**config.mk**
```make
export PLATFORM = sky130hd
export DESIGN_NAME = display_scan_mux
export DESIGN_NICKNAME = d
export VERILOG_FILES = /design/src/rtl/display_pkg.sv /design/src/rtl/hex_to_sseg.sv /design/src/rtl/display_scan_mux.sv
export SDC_FILE = /design/constraint.sdc
export NUM_CORES = 1
export LEC_CHECK = 0
export CAP_MARGIN = 20
export CORE_MARGIN = 2
export CORE_UTILIZATION = 45
export CTS_CLUSTER_SIZE = 40
export DETAILED_ROUTE_END_ITERATION = 10
export PLACE_DENSITY = 0.7
export SYNTH_ARGS = -nofsm -noshare
export SYNTH_HDL_FRONTEND = slang
export SYNTH_SLANG_ARGS = --single-unit
```
**constraint.sdc**
```tcl
create_clock -name clk -period 4.3 [get_ports clk]
set_clock_uncertainty 0.1 [all_clocks]
set_input_delay 0.43 -clock clk [delete_from_list [all_inputs] [get_ports clk]]
set_output_delay 0.43 -clock clk [all_outputs]
set_load 0.02 [all_outputs]
```
**src/rtl/display_pkg.sv**
```systemverilog
// -----------------------------------------------------------------------------
// display_pkg
// Shared seven-segment constants for the display blocks.
//   SEG_BLANK  : all segments off (active-low bus, so all ones)
//   HEX_GLYPH  : active-low glyph per hex nibble, bit order {g,f,e,d,c,b,a}
// -----------------------------------------------------------------------------
package display_pkg;

  localparam logic [6:0] SEG_BLANK = 7'h7F;

  // Entry n is the glyph for nibble n. Lower-case b and d keep them distinct
  // from 8 and 0.
  localparam logic [15:0][6:0] HEX_GLYPH = {
    7'b0001110,  // F
    7'b0000110,  // E
    7'b0100001,  // d
    7'b1000110,  // C
    7'b0000011,  // b
    7'b0001000,  // A
    7'b0010000,  // 9
    7'b0000000,  // 8
    7'b1111000,  // 7
    7'b0000010,  // 6
    7'b0010010,  // 5
    7'b0011001,  // 4
    7'b0110000,  // 3
    7'b0100100,  // 2
    7'b1111001,  // 1
    7'b1000000   // 0
  };

endpackage

```
**src/rtl/hex_to_sseg.sv**
```systemverilog
// -----------------------------------------------------------------------------
// hex_to_sseg
// Combinational nibble-to-glyph decoder.
//   nibble : 4-bit hex value
//   sseg   : active-low segments {g,f,e,d,c,b,a}
// -----------------------------------------------------------------------------
module hex_to_sseg
  import display_pkg::*;
(
  input  logic [3:0] nibble,
  output logic [6:0] sseg
);

  assign sseg = HEX_GLYPH[nibble];

endmodule

```
**src/rtl/display_scan_mux.sv**
```systemverilog
// -----------------------------------------------------------------------------
// display_scan_mux
// Time-multiplexed driver for N_DIGITS seven-segment digits. Each digit owns a
// slot of REFRESH_DIV clocks. Inputs are snapshotted into shadow registers
// once per frame, so a frame never shows a mix of old and new content.
//
// Ports
//   clk         : system clock
//   reset       : synchronous, active-high
//   value       : hex nibbles, nibble i = value[4i+3:4i], digit 0 rightmost
//   dp_in       : decimal point request per digit (1 = lit)
//   digit_en    : per-digit enable (0 = dark)
//   lz_blank    : leading-zero suppression enable
//   anodes      : active-low digit select, at most one bit low
//   segments    : active-low {g,f,e,d,c,b,a}
//   dp          : active-low decimal point
//   frame_start : one-cycle pulse in the cycle after each shadow load
// -----------------------------------------------------------------------------
module display_scan_mux
  import display_pkg::*;
#(
  parameter int N_DIGITS    = 8,
  parameter int REFRESH_DIV = 100000
) (
  input  logic                    clk,
  input  logic                    reset,
  input  logic [4*N_DIGITS-1:0]   value,
  input  logic [N_DIGITS-1:0]     dp_in,
  input  logic [N_DIGITS-1:0]     digit_en,
  input  logic                    lz_blank,
  output logic [N_DIGITS-1:0]     anodes,
  output logic [6:0]              segments,
  output logic                    dp,
  output logic                    frame_start
);

  localparam int IW = $clog2(N_DIGITS);
  localparam int CW = $clog2(REFRESH_DIV);

  localparam logic [CW-1:0] CNT_LAST = CW'(REFRESH_DIV - 1);
  localparam logic [IW-1:0] IDX_LAST = IW'(N_DIGITS - 1);

  logic [CW-1:0]           cnt;
  logic [IW-1:0]           idx;
  logic                    load_pending;

  logic [4*N_DIGITS-1:0]   sh_value;
  logic [N_DIGITS-1:0]     sh_dp;
  logic [N_DIGITS-1:0]     sh_en;
  logic                    sh_lz;

  logic                    tick;
  logic                    load;
  logic [3:0]              cur_nibble;
  logic                    upper_zero;
  logic                    blank;
  logic [6:0]              glyph;
  logic [N_DIGITS-1:0]     sel_onehot;

  assign tick = (cnt == CNT_LAST);

  // The end-of-frame tick and the post-reset pending flag are the only load
  // points; everything shown comes from the shadow copy.
  assign load = (tick && (idx == IDX_LAST)) || load_pending;

  always_comb begin
    cur_nibble = 4'h0;
    upper_zero = 1'b1;
    for (int i = 0; i < N_DIGITS; i++) begin
      if (idx == IW'(i)) begin
        cur_nibble = sh_value[4*i +: 4];
      end
      // Leading-zero test: this digit and every more-significant digit zero.
      if ((IW'(i) >= idx) && (sh_value[4*i +: 4] != 4'h0)) begin
        upper_zero = 1'b0;
      end
    end
  end

  // Digit 0 is never suppressed so a zero value still shows "0".
  assign blank = !sh_en[idx] || (sh_lz && (idx != '0) && upper_zero);

  assign sel_onehot = {{(N_DIGITS-1){1'b0}}, 1'b1} << idx;

  hex_to_sseg u_hex_to_sseg (
    .nibble (cur_nibble),
    .sseg   (glyph)
  );

  always_ff @(posedge clk) begin
    if (reset) begin
      cnt          <= '0;
      idx          <= '0;
      load_pending <= 1'b1;
      sh_value     <= '0;
      sh_dp        <= '0;
      sh_en        <= '0;
      sh_lz        <= 1'b0;
      anodes       <= '1;
      segments     <= SEG_BLANK;
      dp           <= 1'b1;
      frame_start  <= 1'b0;
    end else begin
      cnt <= tick ? '0 : cnt + CW'(1);

      if (tick) begin
        idx <= (idx == IDX_LAST) ? '0 : idx + IW'(1);
      end

      if (load) begin
        sh_value     <= value;
        sh_dp        <= dp_in;
        sh_en        <= digit_en;
        sh_lz        <= lz_blank;
        load_pending <= 1'b0;
      end

      frame_start <= load;

      // Outputs are registered from the current idx and shadow content,
      // so they trail a slot change by exactly one clock.
      if (blank) begin
        anodes   <= '1;
        segments <= SEG_BLANK;
        dp       <= 1'b1;
      end else begin
        anodes   <= ~sel_onehot;
        segments <= glyph;
        dp       <= ~sh_dp[idx];
      end
    end
  end

endmodule
```
**Word level (Yosys, flattened, before mapping)**

Memories as Yosys holds them, arrays and structs flattened. A register that Yosys moved wholly into a read port is not among the register bits.
Index checks and enable logic that the tools add are counted.

- Add/subtract/negate cells: 2
- $lt $le $gt $ge: 9
- Equal/unequal tests: 8
- Shift-type cells: 1
- Multiplexer cells: 21
- Bitwise operators: 2
- Reduce and logical (&&, ||, !) cells: 26

Operators by type and width:

| cell | count |
|---|---|
| 4-bit 2-to-1 mux | 8 |
| 4-bit nonzero test | 8 |
| 17-bit by 1-bit adder with 17-bit output (second input constant) | 1 |
| 17-bit equality test (second input constant) | 1 |
| 3-bit equality test (second input constant) | 4 |
| 3-bit greater-or-equal comparator (first input constant) | 4 |
| 1-bit logical AND | 11 |
| 1-bit 2-to-1 mux | 10 |
| 8-bit inverter | 1 |
| 1-bit by 3-bit left shift with 8-bit output (first input constant) | 1 |
| 1-bit binary-select mux with 3-bit select | 2 |
| 3-bit by 2-bit equality test with 1-bit output (second input constant) | 2 |
| 1-bit by 3-bit greater-or-equal comparator with 1-bit output (first input constant) | 2 |
| 2-bit by 3-bit greater-or-equal comparator with 1-bit output (first input constant) | 2 |
| 3-bit by 4-bit less-than comparator with 1-bit output (second input constant) | 1 |
| 2-bit OR reduction | 2 |
| 3-bit by 1-bit adder with 3-bit output (second input constant) | 1 |
| 3-bit by 1-bit equality test with 1-bit output (second input constant) | 1 |
| 3-bit logical NOT | 1 |
| 3-bit 2-to-1 mux | 1 |
| 3-bit nonzero test | 1 |
| 1-bit logical OR | 2 |
| 1-bit logical NOT | 1 |
| 1-bit inverter | 1 |

- Register bits: 80
- Bits in read-only memories: 112
- Output and inout bits: 17
- Word-level logic and storage cells: 80
- Memories: 1

Memories:

| memory | depth | bits a word | rd ports | clocked after Yosys merged registers in | write ports | RTL line | source |
|---|---|---|---|---|---|---|---|
| (no name shown) | 16 | 7 | 1 | 1 | 0 | hex_to_sseg.sv:14 | `assign sseg = HEX_GLYPH[nibble];` |

**Depth between registers and ports, before layout**

- Word-level depth: 13
- Depth in mapped cells: 14
- Gate-level depth less buffers: 11

**By module**

A second synthesis with hierarchy kept.

- Cells, all modules: 441
- Area total of the unflattened synthesis: 4116.4 um^2

Modules (own cells, without submodules):

| module | times used | cells each | area each (um^2) |
|---|---|---|---|
| display_scan_mux | 1 | 409 | 3841.2 |
| hex_to_sseg | 1 | 32 | 275.3 |

**Least setup slack after synthesis**

No wires, ideal clock.

- Kind: reg-to-reg
- From: register idx[0]
- To: register segments[3]
- Setup time: 0.072 ns
- Arrival time: 2.585 ns
- Required time: 4.128 ns
- Setup slack: 1.544 ns
- Cell stages (with the launch flop): 13
- Path buffers: 2
- Period minus slack after synthesis: 2.756 ns
- Cells stage by stage: dfxtp_1 > buf_2 > inv_1 > ha_1 > clkbuf_1 > nand3_1 > o21ai_0 > and3_1 > or3_1 > inv_1 > ha_1 > o21ai_0 > a2bb2oi_1

- Cells in the longest elaborated chain, start to end: 13

Ends and longest elaborated chain:

| what | RTL line | source |
|---|---|---|
| start: declaration | display_scan_mux.sv:44 | `logic [IW-1:0] idx;` |
| start signal: assignment | display_scan_mux.sv:107 | `idx <= (idx == IDX_LAST) ? '0 : idx + IW'(1);` |
| 1-bit by 3-bit greater-or-equal comparator with 1-bit output | display_scan_mux.sv:74 | `if ((IW'(i) >= idx) && (sh_value[4*i +: 4] != 4'h0)) begin` |
| 1-bit logical AND | display_scan_mux.sv:74 |  |
| 1-bit 2-to-1 mux (8 in series) | display_scan_mux.sv:74 |  |
| 1-bit logical AND | display_scan_mux.sv:81 | `assign blank = !sh_en[idx] \|\| (sh_lz && (idx != '0) && upper_zero);` |
| 1-bit logical OR | display_scan_mux.sv:81 |  |
| 2-bit OR reduction (no line) | - |  |
| end: declaration | display_scan_mux.sv:32 | `output logic [6:0] segments,` |

Parallel ways exist; a longest one is shown, timed or not. The select of a mux whose other input is x is not followed.
A chain may end at the register's enable or synchronous reset.

**Final worst setup path**

- From: register idx[0]
- To: register segments[0]

Same word-level chain as after synthesis.

==> impl_metrics.tcl <==
set metrics [dict create \
    status "completed" \
    synth.top_cell.area_share_pct 44.5 \
    io_buffers 67 \
    placed_area_sq_um 4640 \
    clkSinkCount 87 \
    rsz0062_at_grt "false" \
    p_int_uw 1220 \
    dr.pass1.iters 4 \
    clock_latency_ns 0.35 \
    worstPathMaxFanout 19 \
    start_kind "flop" \
    synth_ff_type "dfxtp_1" \
    final_hold_viol_count 0 \
    io_pins 68 \
    p_seq_share_pct 53.9 \
    yosysSeqAreaShare_pct 44.5 \
    cts_tree "yes" \
    post-cts-setup-buffers 0 \
    cts_hold_buf 0 \
    dieWidth_microns 97.3 \
    end_kind "flop" \
    wl_met3_microns 453 \
    dp_hpwl_microns 6580 \
    rrSetupSlack_ns 0.93 \
    hp-class "reg -> reg" \
    stdcell_area_sq_um 4840 \
    netlist_top_cells_area "dfxtp_1, nand2_1, a21oi_1, ha_1, nor2_1" \
    fp.coreArea_sq_um 8590 \
    power_density_nw_per_um2 329 \
    p_sw_uw 374 \
    power_uw 1590 \
    drc 0 \
    period_share_pct 78.4 \
    maxCapViolCount 0 \
    max_freq_mhz 297 \
    worstPathArrival_ns 3.51 \
    row_count 34 \
    synth_nets 542 \
    final_nets 596 \
    drv_slew 0 \
    p_clk_share_pct 35.8 \
    ctsResizeCount 0 \
    ys_warn_count 0 \
    tns_ns 0 \
    grt_pass1_vias 3410 \
    synthArstFlopShare_pct 0 \
    avgSynthCellArea_sq_um 8.16 \
    vias 3494 \
    antenna_found_initial 0 \
    drt-initial-drc-count 186 \
    min_period_ns 3.37 \
    drt-total-wl_microns 9200 \
    htreeDepth 3 \
    critical_path_required_ns 4.43 \
    synth_edf_count 0 \
    initial_utilization_pct 45.6 \
    grt_max_degree 59 \
    yosysUniqueCellTypes 51 \
    syn_area_sq_um 3920 \
    cts_buffers 9 \
    dieArea_sq_um 9470 \
    swShare_pct 23.5 \
    pre_cts_ws_ns 0.975 \
    vias_per_cell 5.41 \
    track_usage_pct 20.0 \
    wl_met2_microns 4380 \
    gr-total-overflow 0 \
    cts_buffer_depth 2 \
    p_comb_share_pct 10.3 \
    synth_seq_cells 87 \
    root_buffer "clkbuf_8" \
    die_h_microns 97.3 \
    fin_ws_ns 0.928 \
    place_congestion 0.919 \
    slew_headroom_pct 31.2 \
    wl_per_cell_microns 14.2 \
    setup_viol 0 \
    path_class "reg -> reg" \
    syn_inst 480 \
    worst_pin_slew_ns 1.03 \
    grt_pass1_wl_microns 15600 \
    antenna_left 0 \
    path_clk_slew_ns 0.08 \
    synth.largest_area_cell "dfxtp_1" \
    top_layer_used "met4" \
    num_antenna_cells 0 \
    drive_gt1_share_pct 5.58 \
    power_leakage_uw 0.00181 \
    met1_length_microns 4240 \
    area_delta_synth_final_pct 23.6 \
    ir_worst_vdd_v 0.000164 \
]
==> Yosys cell counts, drive strengths merged (2+ instances only) <==
| master | count |
|---|---|
| nand2b | 3 |
| nand4 | 5 |
| a21o | 2 |
| nand3 | 15 |
| or4 | 2 |
| nand2 | 126 |
| a311oi | 3 |
| or3 | 2 |
| dfxtp | 87 |
| and2 | 4 |
| inv | 13 |
| clkbuf | 16 |
| o221ai | 5 |
| nor2b | 5 |
| xnor2 | 6 |
| nor2 | 30 |
| o31ai | 5 |
| mux4 | 4 |
| a21oi | 57 |
| a31oi | 3 |
| nor3 | 7 |
| and3 | 4 |
| ha | 11 |
| mux2i | 7 |
| buf | 12 |
| and3b | 3 |
| o21ai | 9 |
| nor4 | 9 |
| xor2 | 9 |
| o211ai | 2 |
==> placed cells by master, fill, tap and decap left out, types with 3 or more instances in the layout <==
master,count
nand4_1,5
a311oi_1,3
ha_1,11
clkdlybuf4s50_1,66
nor2_1,29
buf_4,3
nand3_1,15
clkbuf_8,11
and2_1,3
o21ai_0,9
dfxtp_1,87
mux4_2,4
and3_1,3
xnor2_1,6
o31ai_1,5
o221ai_1,5
nor2b_1,5
a31oi_1,3
nand2_1,126
inv_1,13
mux2i_1,7
a21oi_1,56
and3b_1,3
nor3_1,6
xor2_1,9
nor4_1,9
==> layout make-up <==
cell class	count	area (sq um)
Fill cell	780	3750
Clock inverter	3	42.5
Clock buffer	12	155
Tap cell	108	135
Sequential cell	87	1740
Timing Repair Buffer	71	708
Inverter	13	48.8
Multi-Input combinational cell	352	2010
==> logic make-up (layout without fill, tap and decap cells) <==
group	after synthesis	in the layout	synth area share [%]
and+or+nand+nor	220	220	25.7
AOI/OAI and AO/OA	95	95	14.4
DFF	87	87	44.5
buffers and inverters	41	99	4.50
xor gates and xnor gates	15	15	3.35
adders and majority gates	11	11	3.51
muxes	11	11	4.09
==> power by group through the flow <==
stage	combinational, uW	clock [uW]	sequential (uW)
CTS	164	581	859
global route	181	612	863
finish	163	571	859
global placement	158	0	877
floorplan	87.1	0	874
detailed placement	164	0	878
==> final timing paths <==
check	startpoint	endpoint	cells after the start
max reg2reg	idx[0]	segments[0]	8
max	idx[0]	segments[0]	8
min	sh_en[4]	sh_en[4]	2
min reg2reg	sh_en[4]	sh_en[4]	2
==> state kept, by name, summed over array words and instances (netlist names) <==
register,flops
sh_value,32
cnt,17
anodes,8
sh_dp,8
sh_en,8
segments,7
idx,3
dp,1
frame_start,1
load_pending,1
sh_lz,1
==> metrics by stage <==
step / utilization [%] / instances / hold WS, ns
2_1_floorplan: - / 480 / 0.318
3_3_place_gp: 53.8 / 630 / 0.332
3_5_place_dp: 54.0 / 631 / 0.340
4_1_cts: 56.3 / 646 / 0.355
5_1_grt: 56.3 / 646 / 0.372
6_report: 56.3 / 646 / 0.352
==> layer usage <==
layer	GRT usage, %	up-vias
met5	0	-
met4	6.41	0
met3	4.17	10
met2	33.1	95
met1	26.3	1642
li1	-	1747
==> critical path: stages, from the launching register on <==
cell and delay [ns]:
dfxtp_1 0.81, inv_1 0.23, ha_1 0.45, nor2b_1 0.22
a2111oi_0 0.55, o32a_1 0.31, nor2_1 0.12, nor4_1 0.33
o31ai_1 0.12
Power figures use the tool's default switching activity.
